### src/rtl/retro_memory_port_arbiter.sv
// retro_memory_port_arbiter
//
// Two-initiator to one-target arbiter for a simple handshake memory port.
// Requests travel combinationally from the winning initiator to the shared
// target. Every read that is accepted pushes the ID of its issuing initiator
// into a small tag FIFO. Each read return (m_data_ready) pops one tag, and the
// return is steered only to the initiator named by that tag. Because the FIFO
// is in-order, returns reach the initiators in the same order as the reads
// were issued.
//
// Optional feature: RETRO_MEMORY_ARB_ROUND_ROBIN_EN
//   defined   - on contention the initiator that did not win the last
//               transfer is granted (tracked in the 'last' register).
//   undefined - initiator 0 always wins contention; there is no 'last'.
//
// Ports
//   clk, reset                 clock; synchronous active-low reset
//   i0_* / i1_*                upstream initiator ports
//     access, address, din, write   request from initiator (din = write data)
//     ready                         request accepted when access & ready
//     data_ready, dout              read return strobe and read data
//   m_*                        downstream target port
//     access, address, dout, write  request to target (dout = write data)
//     ready                         target can accept a request
//     data_ready, din               read return strobe and read data
//   underflow                  sticky: a return arrived with no read in flight
module retro_memory_port_arbiter #(
    parameter int AddressBusWidth  = 16,
    parameter int DataBusWidth     = 8,
    parameter int OutstandingDepth = 4
) (
    input  logic                       clk,
    input  logic                       reset,

    input  logic                       i0_access,
    input  logic [AddressBusWidth-1:0] i0_address,
    input  logic [DataBusWidth-1:0]    i0_din,
    input  logic                       i0_write,
    output logic                       i0_ready,
    output logic                       i0_data_ready,
    output logic [DataBusWidth-1:0]    i0_dout,

    input  logic                       i1_access,
    input  logic [AddressBusWidth-1:0] i1_address,
    input  logic [DataBusWidth-1:0]    i1_din,
    input  logic                       i1_write,
    output logic                       i1_ready,
    output logic                       i1_data_ready,
    output logic [DataBusWidth-1:0]    i1_dout,

    output logic                       m_access,
    output logic [AddressBusWidth-1:0] m_address,
    output logic [DataBusWidth-1:0]    m_dout,
    output logic                       m_write,
    input  logic                       m_ready,
    input  logic                       m_data_ready,
    input  logic [DataBusWidth-1:0]    m_din,

    output logic                       underflow
);

    localparam int PtrW   = $clog2(OutstandingDepth);
    localparam int CountW = PtrW + 1;

    logic [OutstandingDepth-1:0] tag_mem;
    logic [PtrW-1:0]             wr_ptr;
    logic [PtrW-1:0]             rd_ptr;
    logic [CountW-1:0]           count;

    logic tag_full;
    logic prefer_i0;
    logic grant0, grant1;
    logic can_issue;
    logic xfer0, xfer1;
    logic push, pop, push_id, head_id;

    // Full is taken from the registered count only, so a pop in the same
    // cycle never frees a slot for a push until the next cycle.
    assign tag_full = (count == CountW'(OutstandingDepth));

`ifdef RETRO_MEMORY_ARB_ROUND_ROBIN_EN
    logic last;
    // Grant the initiator that is not the last winner.
    assign prefer_i0 = last;
`else
    assign prefer_i0 = 1'b1;
`endif

    assign grant0 = i0_access & (~i1_access | prefer_i0);
    assign grant1 = i1_access & (~i0_access | ~prefer_i0);

    // Ready is gated with reset so nothing is accepted while in reset.
    assign can_issue = reset & m_ready & ~tag_full;
    assign i0_ready  = can_issue & (grant0 | ~i1_access);
    assign i1_ready  = can_issue & (grant1 | ~i0_access);

    assign xfer0 = i0_access & i0_ready;
    assign xfer1 = i1_access & i1_ready;

    // Zero-latency request mux; at most one xfer is ever high.
    assign m_access  = xfer0 | xfer1;
    assign m_address = xfer1 ? i1_address : i0_address;
    assign m_dout    = xfer1 ? i1_din     : i0_din;
    assign m_write   = xfer1 ? i1_write   : i0_write;

    assign push    = (xfer0 & ~i0_write) | (xfer1 & ~i1_write);
    assign push_id = xfer1;

    assign pop     = reset & m_data_ready & (count != '0);
    assign head_id = tag_mem[rd_ptr];

    assign i0_data_ready = pop & ~head_id;
    assign i1_data_ready = pop &  head_id;
    assign i0_dout       = m_din;
    assign i1_dout       = m_din;

    // Pointers are PtrW bits wide and the depth is a power of two, so the
    // natural overflow gives the modulo-depth wrap.
    always_ff @(posedge clk) begin
        if (!reset) begin
            wr_ptr    <= '0;
            rd_ptr    <= '0;
            count     <= '0;
            underflow <= 1'b0;
        end else begin
            if (push) begin
                tag_mem[wr_ptr] <= push_id;
                wr_ptr          <= wr_ptr + 1'b1;
            end
            if (pop)
                rd_ptr <= rd_ptr + 1'b1;
            count <= count + CountW'(push) - CountW'(pop);
            if (m_data_ready && count == '0)
                underflow <= 1'b1;
        end
    end

`ifdef RETRO_MEMORY_ARB_ROUND_ROBIN_EN
    always_ff @(posedge clk) begin
        if (!reset)
            last <= 1'b1;
        else if (xfer0 | xfer1)
            last <= xfer1;
    end
`endif

endmodule

### config.mk
export PLATFORM = sky130hd
export DESIGN_NAME = retro_memory_port_arbiter
export DESIGN_NICKNAME = d
export VERILOG_FILES = /design/src/rtl/retro_memory_port_arbiter.sv
export SDC_FILE = /design/constraint.sdc
export NUM_CORES = 1
export LEC_CHECK = 0
export CORE_UTILIZATION = 27
export CTS_BUF_LIST = sky130_fd_sc_hd__clkbuf_4 sky130_fd_sc_hd__clkbuf_8 sky130_fd_sc_hd__clkbuf_16
export CTS_CLUSTER_DIAMETER = 30
export CTS_CLUSTER_SIZE = 28
export DETAILED_ROUTE_END_ITERATION = 10
export GPL_TIMING_DRIVEN = 0
export PLACE_DENSITY = 0.78
export SLEW_MARGIN = 25
export SYNTH_ARGS = -nofsm -noshare
export SYNTH_HDL_FRONTEND = slang
export SYNTH_SLANG_ARGS = --single-unit
### constraint.sdc
create_clock -name clk -period 2.4 [get_ports clk]
set_input_delay 0.48 -clock clk [delete_from_list [all_inputs] [get_ports clk]]
set_output_delay 0.48 -clock clk [all_outputs]
set_load 0.05 [all_outputs]
# After elaboration in Yosys (flattened, before gate mapping)
# Index checks and enable logic that the tools add are counted.
# W data, S select, Z words.
# classes
mux	8
n_mul	0
n_reduce_logical	5
n_shift	0
div_mod_pow	0
magnitude_cmp	3
n_bitwise	23
eq_ne	1
n_addsub	4
# ops
cell	count
$mux W16	1
$and A1 B1 Y1	13
$mux W8	1
$lt A2 B3 Y1 const B	2
$not A1 Y1	6
$add A2 B1 Y2 const B	2
$bwmux W4	1
$or A1 B1 Y1	4
$add A3 B1 Y3	1
$eq A3 B3 Y1 const B	1
$logic_not A3 Y1	1
$mux W1	3
$reduce_bool A3 Y1	1
$sub A3 B1 Y3	1
$bmux W1 S2	1
$demux W1 S2	1
$ge A2 B1 Y1 const B	1
$logic_and A1 B1 Y1	2
$reduce_and A2 Y1	1
# word_totals
latchBits	0
word_cells	49
ff_bits	12
mem_bits_rw	0
mem_count	0
output_inout_bits	47
romBits	0
in_bits	64

# Logic depth before layout (Yosys ltp)
# Gate-level depths: netlist of run 1.
# depth
ltp_word	9
ltp_mapped	8

# Worst setup path after synthesis of run 1
# Ideal clock, no wire load.
# synth_path
kind	input to register
from	input i0_access
to	register count[2]
path_slack_ns	-0.087
path_stages	7
arrival_time_ns	2.372
setup_time_ns	0.115
t_required_ns	2.285
cell_sequence	or3b_2 -> a221oi_2 -> xnor2_1 -> ha_1 -> fa_1 -> xnor2_1 -> and2_1
# synth_between
elab_chain_len	9
# synth_rtl
item	line	source
start, declared	35	input logic i0_access,
$not A1 Y1	90, 95	
$and A1 B1 Y1	90	assign grant1 = i1_access & (~i0_access | ~prefer_i0);
$or A1 B1 Y1	95	assign i1_ready = can_issue & (grant1 | ~i0_access);
$and A1 B1 Y1	95	
$and A1 B1 Y1	98	assign xfer1 = i1_access & i1_ready;
$and A1 B1 Y1	106	assign push = (xfer0 & ~i0_write) | (xfer1 & ~i1_write);
$or A1 B1 Y1 (*)	106	
$add A3 B1 Y3 (*)	132	count <= count + CountW'(push) - CountW'(pop);
$sub A3 B1 Y3 (*)	132	
end signal, assigned	132	
end, declared	68	logic [CountW-1:0] count;
# Every way passes the cells marked *; elsewhere a longest branch is shown, timed or not.
# A chain may end at the register's enable or synchronous reset.

# Worst setup path in the final report of run 1
# layout_path
from	input m_ready
to	output m_write
# layout_between
elab_chain_len	5
# layout_rtl
item	line	source
start, declared	55	input logic m_ready,
$and A1 B1 Y1 (2 in series)	93	assign can_issue = reset & m_ready & ~tag_full;
$and A1 B1 Y1	95	
$and A1 B1 Y1	98	
$mux W1	104	assign m_write = xfer1 ? i1_write : i0_write;
end, declared	54	output logic m_write,
# Every way passes these cells.

==> flow_metrics.tcl, run 1 <==
set metrics [dict create \
    slew-limit-headroom_pct 66.8 \
    post_synthesis_cell_type_with_the_largest_combined_area "mux2_2" \
    cap_violations 0 \
    place_hpwl_mm 2.43 \
    pwr-share-comb_pct 58.9 \
    power_switching_share_pct 40.7 \
    placement_rows 22 \
    global_route_track_usage_on_met1_pct 13.4 \
    setup-violations-final 0 \
    worst_setup_path_startpoint "m_ready" \
    grt_busiest_layer "met2" \
    post_synth_inst_count 106 \
    skew_ns 0.00196 \
    drc 0 \
    critPathRequiredTime_ns 1.92 \
    critical_path_cell_sequence "dlygate4sd2_1, nand2_2, a2111oi_4, buf_6, buf_4, mux2_2, buf_2" \
    first_global_vias 1150 \
    post-place-ws_ns -1.12 \
    antenna_found_initial 0 \
    yosys_warnings 0 \
    tritoncts_num_sinks 12 \
    area_of_the_placeable_core_mm2 0.00380 \
    power.sequential.fraction_pct 24.8 \
    timing.critical_path.slowest_stage_cell "mux2_2" \
    mostFrequentLayoutCells "68 x clkdlybuf4s50_1, 22 x buf_4, 18 x buf_6" \
    regToRegEndpoint "count[1]" \
    antenna_cells_inserted 0 \
    timing.final.crit_share_pct 97.5 \
    clk-insertion-delay-late_ns 0.24 \
    clock.fmax_ghz 0.427 \
    drt_iter0_drc 29 \
    mappedNetlistArea_mm2 0.00110 \
    grt_use_met2_pct 29.7 \
    mappedNetlistNets 176 \
    synth_largest_type_area_fraction_pct 25.5 \
    route.vias.total 1179 \
    fraction_of_final_layout_cells_sized_beyond_drive_strength_1_pct 45.2 \
    drtAntennaViolNets 0 \
    clock_power_share_pct 16.3 \
    vias_per_cell 4.42 \
    post-route-cell-area_mm2 0.00246 \
    drt-wirelength-per-cell_um 12.0 \
    initial_utilization_pct 29.1 \
    post_synth_main_area_contributors "mux2_2 25%, dfxtp_1 14%, buf_4 12%" \
    gr-usage-all-layers_pct 14.8 \
    ctsLongestPathBuffers 2 \
    design.die.area_mm2 0.00435 \
    ctsRootBufferMaster "clkbuf_8" \
    detailed_place.area_mm2 0.00219 \
    tritoncts "yes" \
    reg2reg_depth 6 \
    synth.avg_cell_area_um2 10.4 \
    timing.hold.worst.class "flip-flop to flip-flop" \
    synth-seq-cells 12 \
    post_cts_hold_buffer_count 0 \
    grt_first_pass_wirelength_mm 4.92 \
    crit-reg2reg-launch "count[1]" \
    die_width_um 66.0 \
    place_congestion 0.679 \
    final_net_count 290 \
    peakVddDrop_v 0.000241 \
    grt_start_max_net_pins 11 \
    timing.critical_path.fanout_max 7 \
    cp.arrival_ns 1.86 \
    die_y_um 66.0 \
    leakagePower_nw 1.04 \
    worst_pin_slew_ns 0.497 \
    switching_power_mw 0.500 \
    n_fill_cell 324 \
    run_status "finished, final reports clean" \
    timing.setup.critical_path_class "input port to primary output" \
    setup_ws_final_ns 0.0604 \
    worst_path_largest_cell_delay_ns 0.31 \
    buffer_ports.inserted 101 \
    setup.worst_path.start_class "input port" \
    internal-power_mw 0.729 \
    wl_mm 3.21 \
    pre_antenna_drt_iters 2 \
    ff2ff_setup_slack_ns 0.42 \
    multi_input_comb_area_um2 723 \
    ys_types 29 \
    overflow 0 \
    final_hold_viol_count 0 \
    areaGrowthSynthToFinish_pct 123 \
    deepest_level_of_the_cts_h_tree 1 \
    timing.final.max_slew_violations 0 \
    gr-usage-met3_pct 4.31 \
    clkSlewWorstSetupHoldPaths_ns 0.05 \
    tritoncts.num_buffers 3 \
    seq_area_frac_synth_pct 25.4 \
    boundaryPins 111 \
    crit_path_end "m_write" \
    area.sequential_um2 292 \
    power_density_mw_per_mm2 500 \
    crit_path_end_kind "primary output" \
    mostFrequentLayoutCell "clkdlybuf4s50_1" \
    period_needed_ns 2.34 \
]
-- worst max-delay path, delay by kind of cell --
kind / cells / cell delay [ns]
AND/OR/NAND/NOR: 1 / 0.08
buffers and inverters: 4 / 0.75
multiplexers: 1 / 0.31
AO/OA/AOI/OAI: 1 / 0.22
-- per-stage QoR --
step / hold WS [ns] / util (%) / setup TNS (ns) / total power, mW / cells
after global routing: 0.517 / 64.7 / -0.0116 / 1.30 / 267
after CTS: 0.496 / 62.2 / 0 / 1.21 / 265
after floorplan: 0.452 / - / -0.375 / 0.722 / 106
final: 0.494 / 64.7 / 0 / 1.23 / 267
after global placement: 0.476 / 57.8 / -30.25 / 0.945 / 255
after detailed placement: 0.485 / 57.8 / -29.69 / 0.954 / 255
-- layout make-up --
class,instances,share of cell area (%)
well taps,48,2.44
flip-flops and latches,12,11.9
plain buffers,19,6.41
clock buffers,4,1.98
inverters,7,1.07
multi-input cells,67,29.4
repair buffers,110,46.8
-- routing by layer --
| metal | part of all wire, % | vias to the layer above |
|---|---|---|
| li1 | - | 575 |
| met1 | 33 | 531 |
| met2 | 54 | 67 |
| met3 | 10 | 6 |
| met4 | 1.8 | 0 |
| met5 | 0 | - |
-- worst min path at each step --
stage          startpoint         to  cells past startpoint
2_1_floorplan   rd_ptr[1]  rd_ptr[1]                      1
3_3_place_gp    rd_ptr[1]  rd_ptr[1]                      1
3_5_place_dp    underflow  underflow                      2
4_1_cts         underflow  underflow                      2
5_1_grt         underflow  underflow                      2
6_report        rd_ptr[1]  rd_ptr[1]                      1
-- flip-flops by register name (all words and copies together) (netlist names) --
name	count
tag_mem	4
count	3
underflow	1
wr_ptr	2
rd_ptr	2
-- synth_stat cells --
cell type and n:
o311ai_1 1, or3b_2 1, mux4_2 1, o31ai_1 1, a21o_1 1, xnor2_1 3
nor2_1 3, nand2_1 3, edfxtp_1 4, buf_2 1, ha_1 5, mux2_2 25
nor2b_1 1, dfxtp_1 8, xor2_1 1, fa_1 1, o211ai_1 1, nand2b_1 1
mux2i_1 2, inv_1 7, and2b_1 1, a221oi_2 1, buf_6 2, or2_2 1
a21oi_1 3, a2111oi_4 1, buf_4 17, nor3_1 1, and2_1 8
-- power groups by stage --
stage	sequential [mW]	combinational, mW	clock, mW
4_1_cts	0.279	0.721	0.205
6_report	0.304	0.724	0.200
3_3_place_gp	0.267	0.678	0
2_1_floorplan	0.278	0.444	0
3_5_place_dp	0.267	0.687	0
5_1_grt	0.312	0.771	0.214
-- kinds of logic (layout without fill, tap and decap cells) --
logic type | count (synthesis) | after routing | synth area share [%]
AOI/OAI and AO/OA | 9 | 9 | 8.04
and+or+nand+nor | 20 | 20 | 10.2
muxes | 28 | 28 | 29.3
buffers and inverters | 27 | 140 | 16.4
xor gates and xnor gates | 4 | 4 | 3.17
adders and majority gates | 6 | 6 | 7.47
DFF | 12 | 12 | 25.4
-- timing repair --
item	CTS	global route
buffers inserted	5	2
endpoints found under the hold margin	0	0
cloned	1	1
resized for setup	195	25
pin swaps	3	6
setup endpoints to repair	33	25
(Power assumes the default switching activity.)
==> inputs of run 2 (changes only) <==
- MAX_ROUTING_LAYER: default -> met4
- PLACE_DENSITY: 0.78 -> 0.75
- clock period: 2.4 -> 1.9 ns (I/O delays scaled with it)
==> run 2 against run 1 <==
Effect of this change: the flow now finishes with violations (negative setup slack); combinational power grew 51%; total power grew 38%; sequential share of layout area shrank 0.69 points; critical path depth shrank 2; clock power grew 20%; setup slack lost 0.32 ns; hold slack lost 0.073 ns; critical path type is now flip-flop to primary output.
==> flow_metrics.tcl, run 2 (synthesis results as in run 1) <==
set metrics [dict create \
    power_density_mw_per_mm2 648 \
    areaGrowthSynthToFinish_pct 137 \
    timing.setup.critical_path_class "flip-flop to primary output" \
    antenna_found_initial 0 \
    hold_path.startpoint "reset" \
    grt_first_pass_wirelength_mm 5.96 \
    final_hold_viol_count 0 \
    pre_antenna_drt_iters 3 \
    tritoncts.num_buffers 3 \
    deepest_level_of_the_cts_h_tree 1 \
    skew_ns 0.00112 \
    mostFrequentLayoutCells "65 x clkdlybuf4s50_1, 30 x buf_4, 26 x buf_6" \
    clk-insertion-delay-late_ns 0.24 \
    largest_registers "tag_mem x4, count x3" \
    place_hpwl_mm 3.04 \
    route.vias.total 1241 \
    peakVddDrop_v 0.000292 \
    tritoncts_num_sinks 12 \
    total_power_mw 1.70 \
    setup_ws_final_ns -0.256 \
    period_needed_ns 2.16 \
    largest_register_ffs 4 \
    die_width_um 66.0 \
    gr-usage-all-layers_pct 18.1 \
    overflow 0 \
    timing.critical_path.fanout_max 5 \
    worst_path_largest_cell_delay_ns 0.37 \
    fraction_of_final_layout_cells_sized_beyond_drive_strength_1_pct 51.3 \
    n_fill_cell 265 \
    cap_violations 0 \
    worst_setup_path_startpoint "count[2]" \
    run_status "finished with violations" \
    ctsRootBufferMaster "clkbuf_8" \
    max_flop_register "tag_mem" \
    clkSlewWorstSetupHoldPaths_ns 0.05 \
    critical_path_cell_sequence "a2111oi_4, buf_4, buf_6, mux2_4, buf_8" \
    timing.critical_path.slowest_stage_cell "dfxtp_4" \
    timing.final.max_slew_violations 0 \
    cp.arrival_ns 1.78 \
    wl_mm 3.87 \
    setup_repair_after_global_routing_missed_its_margin "yes" \
    place_congestion 0.732 \
    leakagePower_nw 1.15 \
    design.die.area_mm2 0.00435 \
    critPathBufInv 3 \
    die_y_um 66.0 \
    setup-violations-final 28 \
    slew-limit-headroom_pct 65.7 \
    area_of_the_placeable_core_mm2 0.00380 \
    setup.worst_path.start_class "flip-flop" \
    cpLargestDelayFamily "buffers and inverters" \
    critPathRequiredTime_ns 1.52 \
    placement_rows 22 \
    first_global_vias 1363 \
    final_sum_of_negative_setup_slack_ns -6.24 \
    ctsLongestPathBuffers 2 \
    mostFrequentLayoutCell "clkdlybuf4s50_1" \
    drc 0 \
    crit-reg2reg-launch "count[2]" \
    antenna_cells_inserted 0 \
    buffer_ports.inserted 101 \
    grt_start_max_net_pins 11 \
    timing.final.crit_share_pct 113 \
    failed_checks "negative setup slack" \
    initial_utilization_pct 29.1 \
    final_net_count 299 \
    post_cts_hold_buffer_count 0 \
    post-route-util_pct 69.0 \
    vias_per_cell 4.50 \
    clock.fmax_ghz 0.464 \
    drt-wirelength-per-cell_um 14.0 \
    drtAntennaViolNets 0 \
    stdcell_count 276 \
    timing.hold.worst.class "input port to flip-flop" \
    dp.cells 255 \
    drt_iter0_drc 16 \
    crit_path_end_kind "primary output" \
    tritoncts "yes" \
    boundaryPins 111 \
    worst_pin_slew_ns 0.513 \
]
## run 2: changes by cell type in the layout (fill, tap and decap cells not counted), moves of 3 or more
cell             previous run  this run
buf_4                      22        30
clkdlybuf4s50_1            68        65
buf_6                      18        26
mux2_2                     16         0
mux2_4                      9        25
## run 2: cell type report
cell class,instances,area [um^2],share of cell area (%)
clock buffer,3,41.3,1.58
sequential,12,293,11.2
inverter,7,26.3,1.00
clock inverter,1,3.75,0.143
buffer,19,163,6.21
tap,48,60.1,2.29
multi-input combinational,67,811,30.9
timing repair buffer,119,1220,46.7
## run 2: worst reg2reg max path, delay by kind of cell, from the launching register on
family | cells | cell delay, ns
compound gates | 1 | 0.30
xor+xnor | 1 | 0.11
fa+ha+maj | 2 | 0.61
buf+inv | 2 | 0.31
flops | 1 | 0.37
simple gates | 1 | 0.14
## run 2: where the power goes
part           internal, mW  switching [mW]  total [mW]
combinational         0.550           0.542        1.09
clock                 0.143          0.0972       0.240
sequential            0.318          0.0498       0.367
total                  1.01           0.688        1.70
## run 2: worst paths after layout
check	slack [ns]	cells after the start	end
hold / removal	0.42	2	rd_ptr[0]
setup / recovery	-0.26	5	m_address[10]
hold reg to reg	0.49	1	rd_ptr[1]
setup reg to reg	-0.04	7	count[1]
## run 2: per-layer routing
metal	vias to the layer above	GRT usage (%)	share of wire [%]
met5	-	-	0
met4	0	3.46	0.88
met3	6	4.83	7.5
met2	63	33.3	55
met1	582	19.4	37
li1	590	-	-
## run 2: what timing repair did
action	4_1_cts	5_1_grt
pin swaps	10	7
gates cloned	1	1
setup buffers	12	4
gates resized for setup	244	17
endpoints found under the setup margin	37	32
## run 2: metrics by stage
stage | worst slack (ns) | instance area, um^2 | hold slack, ns
4_1_cts | -0.276 | 2560 | 0.478
2_1_floorplan | -0.230 | 1220 | 0.452
3_3_place_gp | -1.35 | 2290 | 0.472
3_5_place_dp | -1.37 | 2290 | 0.483
5_1_grt | -0.334 | 2620 | 0.424
6_report | -0.256 | 2620 | 0.421
==> variant 1 (flow settings as in run 1) <==
Set the parameter `DataBusWidth` to 9 (it was 8).
--- a/src/rtl/retro_memory_port_arbiter.sv
+++ b/src/rtl/retro_memory_port_arbiter.sv
@@ -26,7 +26,7 @@
 //   underflow                  sticky: a return arrived with no read in flight
 module retro_memory_port_arbiter #(
     parameter int AddressBusWidth  = 16,
-    parameter int DataBusWidth     = 8,
+    parameter int DataBusWidth     = 9,
     parameter int OutstandingDepth = 4
 ) (
     input  logic                       clk,
Interface: changed (6 resized); port bits go from 111 to 117. The function was not compared with the original's and may differ.
==> variant 1 against run 1 <==
- sequential cell count unchanged
- global-route usage down 0.67 points
- cell area rose by 8.2%
- non-clock buffer count rose by 8
- routed wire length up 7.2%
- critical path depth fell by 1
- synthesized cell count increased by 2.8%
- combinational power increased by 9.0%
- count of clock-buffer cells in the layout stayed put
- utilization grew 1.3 points
- worst setup slack got worse by 0.020 ns
- synthesized area grew 2.6%
- power increased by 5.1%
- critical path type is now flip-flop to primary output
==> variant 1: results (changes against run 1) <==
<table>
<tr><th>Metric</th><th>Value</th></tr>
<tr><th colspan="2">Placed design</th></tr>
<tr><td>Cell total after placement</td><td>265 (+3.9%)</td></tr>
<tr><td>Count of buffers from port buffering</td><td>106 (+5.0%)</td></tr>
<tr><td>Area after detailed placement</td><td>2280 um2 (+3.7%)</td></tr>
<tr><td>RePlAce Congestion</td><td>0.733 (+8.1%)</td></tr>
<tr><td>DPL Wire Length</td><td>2440 um (+0.61%)</td></tr>
<tr><th colspan="2">STA</th></tr>
<tr><td>Layout Skew</td><td>0.00196 ns (+0.00000114 ns)</td></tr>
<tr><td>Worst-margin pin slew</td><td>0.497 ns (-0.000473 ns)</td></tr>
<tr><th colspan="2">Setup path</th></tr>
<tr><td>Delay contributed by the slowest stage of the critical path</td><td>0.38 ns (+0.07 ns)</td></tr>
<tr><td>Maximum net fanout on the critical path</td><td>6 (-1)</td></tr>
<tr><td>Critical path's slowest cell</td><td>sky130_fd_sc_hd__dfxtp_4</td></tr>
<tr><th colspan="2">Synth</th></tr>
<tr><td>Sequential fraction of the synthesis area</td><td>24.7% (-0.64 points)</td></tr>
<tr><td>Syn Area/Cell</td><td>10.4 um2 (-0.22%)</td></tr>
<tr><td>Post-synthesis net count</td><td>182 (+3.4%)</td></tr>
<tr><td>EDFF count, synth</td><td>4 (unchanged)</td></tr>
<tr><td>Unique masters post-synth</td><td>30 (+3.4%)</td></tr>
<tr><th colspan="2">Final layout</th></tr>
<tr><td>Net count, final</td><td>302 (+4.1%)</td></tr>
<tr><td>Cell Count, Final, Fillers Out</td><td>278 (+4.1%)</td></tr>
<tr><td>Proportion of layout cells with a drive suffix above 1</td><td>45.2% (about the same)</td></tr>
<tr><th colspan="2">Pwr</th></tr>
<tr><td>Static leakage</td><td>1.15 nW (+11%)</td></tr>
<tr><td>Maximum ir drop on the vdd rail</td><td>0.189 mV (-22%)</td></tr>
<tr><th colspan="2">Detailed routing</th></tr>
<tr><td>Router iterations before antenna repair</td><td>3 (+1)</td></tr>
<tr><td>Number of DRC violations after detailed-routing iteration 0</td><td>21 (-28%)</td></tr>
<tr><td>Final Routed Wirelength</td><td>3440 um (+7.2%)</td></tr>
<tr><td>Vias per Instance</td><td>4.36 (-1.2%)</td></tr>
<tr><th colspan="2">GRT</th></tr>
<tr><td>Number of global-route vias before repair</td><td>1,208 (+5.0%)</td></tr>
<tr><td>Total track usage</td><td>14.2% (-0.67 points)</td></tr>
<tr><th colspan="2">Run status</th></tr>
<tr><td>Run status</td><td>finished, final reports clean</td></tr>
</table>
[variant 1: critical path, delay by kind of cell (launching register included)]
| family | cells | cell delay (ns) |
|---|---|---|
| buf+inv | 3 | 0.50 |
| flops | 1 | 0.38 |
| compound gates | 1 | 0.37 |
| mux | 1 | 0.32 |
| simple gates | 1 | 0.07 |
[variant 1: layout make-up]
class                   count  area, um2
fillers                   324       1370
repair buffers            117       1280
multi-input cells          68        795
flip-flops and latches     12        289
plain buffers              20        158
well taps                  50       62.6
clock buffers               4       48.8
inverters                   7       26.3
[variant 1: logic make-up (layout without fill, tap and decap cells)]
group	Yosys count	after routing	share of synthesized area [%]
compound gates	9	9	7.84
xor+xnor	4	4	3.09
fa+ha+maj	6	6	7.28
buf+inv	29	148	17.3
flops	12	12	24.7
mux	29	29	29.6
simple gates	20	20	10.2
[variant 1: what timing repair did]
action                                  4_1_cts  5_1_grt
pin swaps                                     3        7
setup buffers                                 9        3
endpoints found under the setup margin       34       29
resized for setup                           204       62
gates cloned                                  2        0
endpoints found under the hold margin         0        0
[variant 1: metal layers]
layer,GRT usage [%],vias up,share of wire (%)
met2,27.4,61,56
met1,14.3,556,36
met5,0,-,0
li1,-,594,-
met3,4.28,2,7.7
met4,3.99,0,0.55
[variant 1: path summary, 6_finish.rpt]
kind / slack (ns) / to / cells after the start / start
worst max register to register: 0.41 / count[1] / 6 / count[1]
worst max-delay path: 0.04 / m_dout[8] / 6 / count[0]
worst min-delay path: 0.49 / rd_ptr[1] / 1 / rd_ptr[1]
worst min register to register: 0.49 / rd_ptr[1] / 1 / rd_ptr[1]
[variant 1: power breakdown]
group          internal (mW)  switching, mW
Clock                  0.128         0.0697
Combinational          0.391          0.398
Sequential             0.248         0.0572
[variant 1: stage by stage]
step | power [mW] | utilization, % | worst slack [ns]
2_1_floorplan | 0.741 | - | -0.0569
3_3_place_gp | 0.970 | 56.5 | -1.19
3_5_place_dp | 0.981 | 56.5 | -1.18
4_1_cts | 1.23 | 62.2 | -0.0488
5_1_grt | 1.37 | 66.0 | -0.0159
6_report | 1.29 | 66.0 | 0.0403
==> variant 2 (config.mk and constraints of run 1) <==
Made on the original files. Put one more register stage on the output `underflow`. The value now appears one clock later. The other outputs are not delayed to match.
--- a/src/rtl/retro_memory_port_arbiter.sv
+++ b/src/rtl/retro_memory_port_arbiter.sv
@@ -62,6 +62,8 @@
     localparam int PtrW   = $clog2(OutstandingDepth);
     localparam int CountW = PtrW + 1;
 
+    logic underflow_s0;
+
     logic [OutstandingDepth-1:0] tag_mem;
     logic [PtrW-1:0]             wr_ptr;
     logic [PtrW-1:0]             rd_ptr;
@@ -121,7 +123,7 @@
             wr_ptr    <= '0;
             rd_ptr    <= '0;
             count     <= '0;
-            underflow <= 1'b0;
+            underflow_s0 <= 1'b0;
         end else begin
             if (push) begin
                 tag_mem[wr_ptr] <= push_id;
@@ -131,7 +133,7 @@
                 rd_ptr <= rd_ptr + 1'b1;
             count <= count + CountW'(push) - CountW'(pop);
             if (m_data_ready && count == '0)
-                underflow <= 1'b1;
+                underflow_s0 <= 1'b1;
         end
     end
 
@@ -144,5 +146,9 @@
     end
 `endif
 
+    always_ff @(posedge clk) begin
+        underflow <= underflow_s0;
+    end
+
 endmodule
 
Formal check against the unedited RTL: not equivalent (Yosys sat finds a counterexample within 4 cycles, from zero or initial values and one cycle with reset low).
==> variant 2 against run 1 <==
- cell area rose by 6.7%
- sequential cell count up 1
- worst setup slack lost 0.022 ns
- power rose by 6.3%
- routed wire length increased by 5.9%
- die area increased by 1.8%
- cell count rose by 2.2%
- synthesized area is 1.8% higher
- critical path type is now flip-flop to primary output
- largest power group unchanged
==> variant 2: results (changes against run 1) <==
<table>
<tr><th>Metric</th><th>Value</th></tr>
<tr><th colspan="2">Run status</th></tr>
<tr><td>Run status</td><td>finished, final reports clean</td></tr>
<tr><th colspan="2">Synth</th></tr>
<tr><td>Sequential fraction of the synthesis area</td><td>26.7% (+1.3 points)</td></tr>
<tr><td>Compound-Gate Fraction of Synth Area</td><td>7.90% (-0.14 points)</td></tr>
<tr><td>Top post-synthesis cells by area</td><td>sky130_fd_sc_hd__mux2_2, sky130_fd_sc_hd__dfxtp_1, sky130_fd_sc_hd__buf_4, sky130_fd_sc_hd__edfxtp_1, sky130_fd_sc_hd__ha_1</td></tr>
<tr><td>Post-synthesis net count</td><td>177 (+0.57%)</td></tr>
<tr><td>Xor and xnor fraction of the mapped netlist area</td><td>3.11% (-0.056 points)</td></tr>
<tr><th colspan="2">Clocking</th></tr>
<tr><td>Total of cells resized after clock tree synthesis</td><td>244 (+25%)</td></tr>
<tr><td>Post-CTS setup buffers</td><td>7 (+2)</td></tr>
<tr><th colspan="2">STA</th></tr>
<tr><td>Slew headroom</td><td>56.9% (-9.8 points)</td></tr>
<tr><th colspan="2">Detailed routing</th></tr>
<tr><td>Number of DRC violations after detailed-routing iteration 0</td><td>20 (-31%)</td></tr>
<tr><td>Final Routed Wirelength</td><td>3400 um (+5.9%)</td></tr>
<tr><td>Vias per Instance</td><td>4.42 (+0.21%)</td></tr>
<tr><th colspan="2">Setup path</th></tr>
<tr><td>R2R depth</td><td>10 (+4)</td></tr>
<tr><td>Maximum net fanout on the critical path</td><td>5 (-2)</td></tr>
<tr><td>Delay contributed by the slowest stage of the critical path</td><td>0.38 ns (+0.07 ns)</td></tr>
<tr><td>Data arrival time at the worst-slack endpoint</td><td>1.88 ns (+0.02 ns)</td></tr>
<tr><td>Critical path's slowest cell</td><td>sky130_fd_sc_hd__dfxtp_4</td></tr>
<tr><th colspan="2">Placed design</th></tr>
<tr><td>RePlAce Congestion</td><td>0.723 (+6.6%)</td></tr>
<tr><td>DPL Wire Length</td><td>2360 um (-2.9%)</td></tr>
<tr><td>Cell total after placement</td><td>258 (+1.2%)</td></tr>
<tr><td>Area after detailed placement</td><td>2220 um2 (+1.0%)</td></tr>
<tr><th colspan="2">Final layout</th></tr>
<tr><td>Net count, final</td><td>294 (+1.4%)</td></tr>
<tr><td>Filler Cells Inserted</td><td>313 (-3.4%)</td></tr>
<tr><th colspan="2">GRT</th></tr>
<tr><td>Wire length of the first global-routing pass</td><td>5360 um (+9.0%)</td></tr>
<tr><td>Number of global-route vias before repair</td><td>1,207 (+5.0%)</td></tr>
<tr><th colspan="2">Hold path</th></tr>
<tr><td>Hold depth</td><td>0 (-1)</td></tr>
<tr><th colspan="2">Pwr</th></tr>
<tr><td>Switching part of the total power</td><td>39.5% (-1.2 points)</td></tr>
<tr><td>Maximum ir drop on the vdd rail</td><td>0.259 mV (+7.4%)</td></tr>
</table>
variant 2: changes by cell type in the layout (fill, tap and decap cells not counted), moves of 2 or more:
cell                                     run 1  this run
sky130_fd_sc_hd__buf_4                      22        24
sky130_fd_sc_hd__buf_6                      18         4
sky130_fd_sc_hd__buf_8                       9        25
sky130_fd_sc_hd__clkdlybuf4s15_1             0         2
sky130_fd_sc_hd__dlygate4sd2_1               4         2
sky130_fd_sc_hd__mux2_2                     16         1
sky130_fd_sc_hd__mux2_4                      9        24
variant 2: power groups by stage:
stage | Sequential (mW) | Clock, mW | Combinational, mW
after floorplan | 0.302 | 0 | 0.444
after global placement | 0.290 | 0 | 0.679
after detailed placement | 0.290 | 0 | 0.687
after CTS | 0.292 | 0.193 | 0.781
after global routing | 0.322 | 0.207 | 0.844
final | 0.316 | 0.190 | 0.800
variant 2: routing by layer:
layer / share of wire [%] / track usage [%]
met5: 0 / 0
met4: 0.24 / 3.19
met3: 7.6 / 4.11
met2: 56 / 31.4
met1: 36 / 16.9
variant 2: final cells by class:
| class | count | area [um2] | area share [%] |
|---|---|---|---|
| plain buffers | 19 | 158 | 6.01 |
| flip-flops and latches | 13 | 312 | 11.9 |
| clock inverters | 1 | 5.00 | 0.191 |
| multi-input cells | 67 | 774 | 29.5 |
| inverters | 7 | 26.3 | 1.00 |
| repair buffers | 113 | 1240 | 47.4 |
| clock buffers | 3 | 41.3 | 1.57 |
| well taps | 50 | 62.6 | 2.39 |
variant 2: final timing paths:
kind | start | to | slack (ns)
setup / recovery | count[0] | m_address[7] | 0.04
hold / removal | underflow_s0 | underflow | 0.35
hold reg to reg | underflow_s0 | underflow | 0.35
setup reg to reg | count[0] | count[2] | 0.28
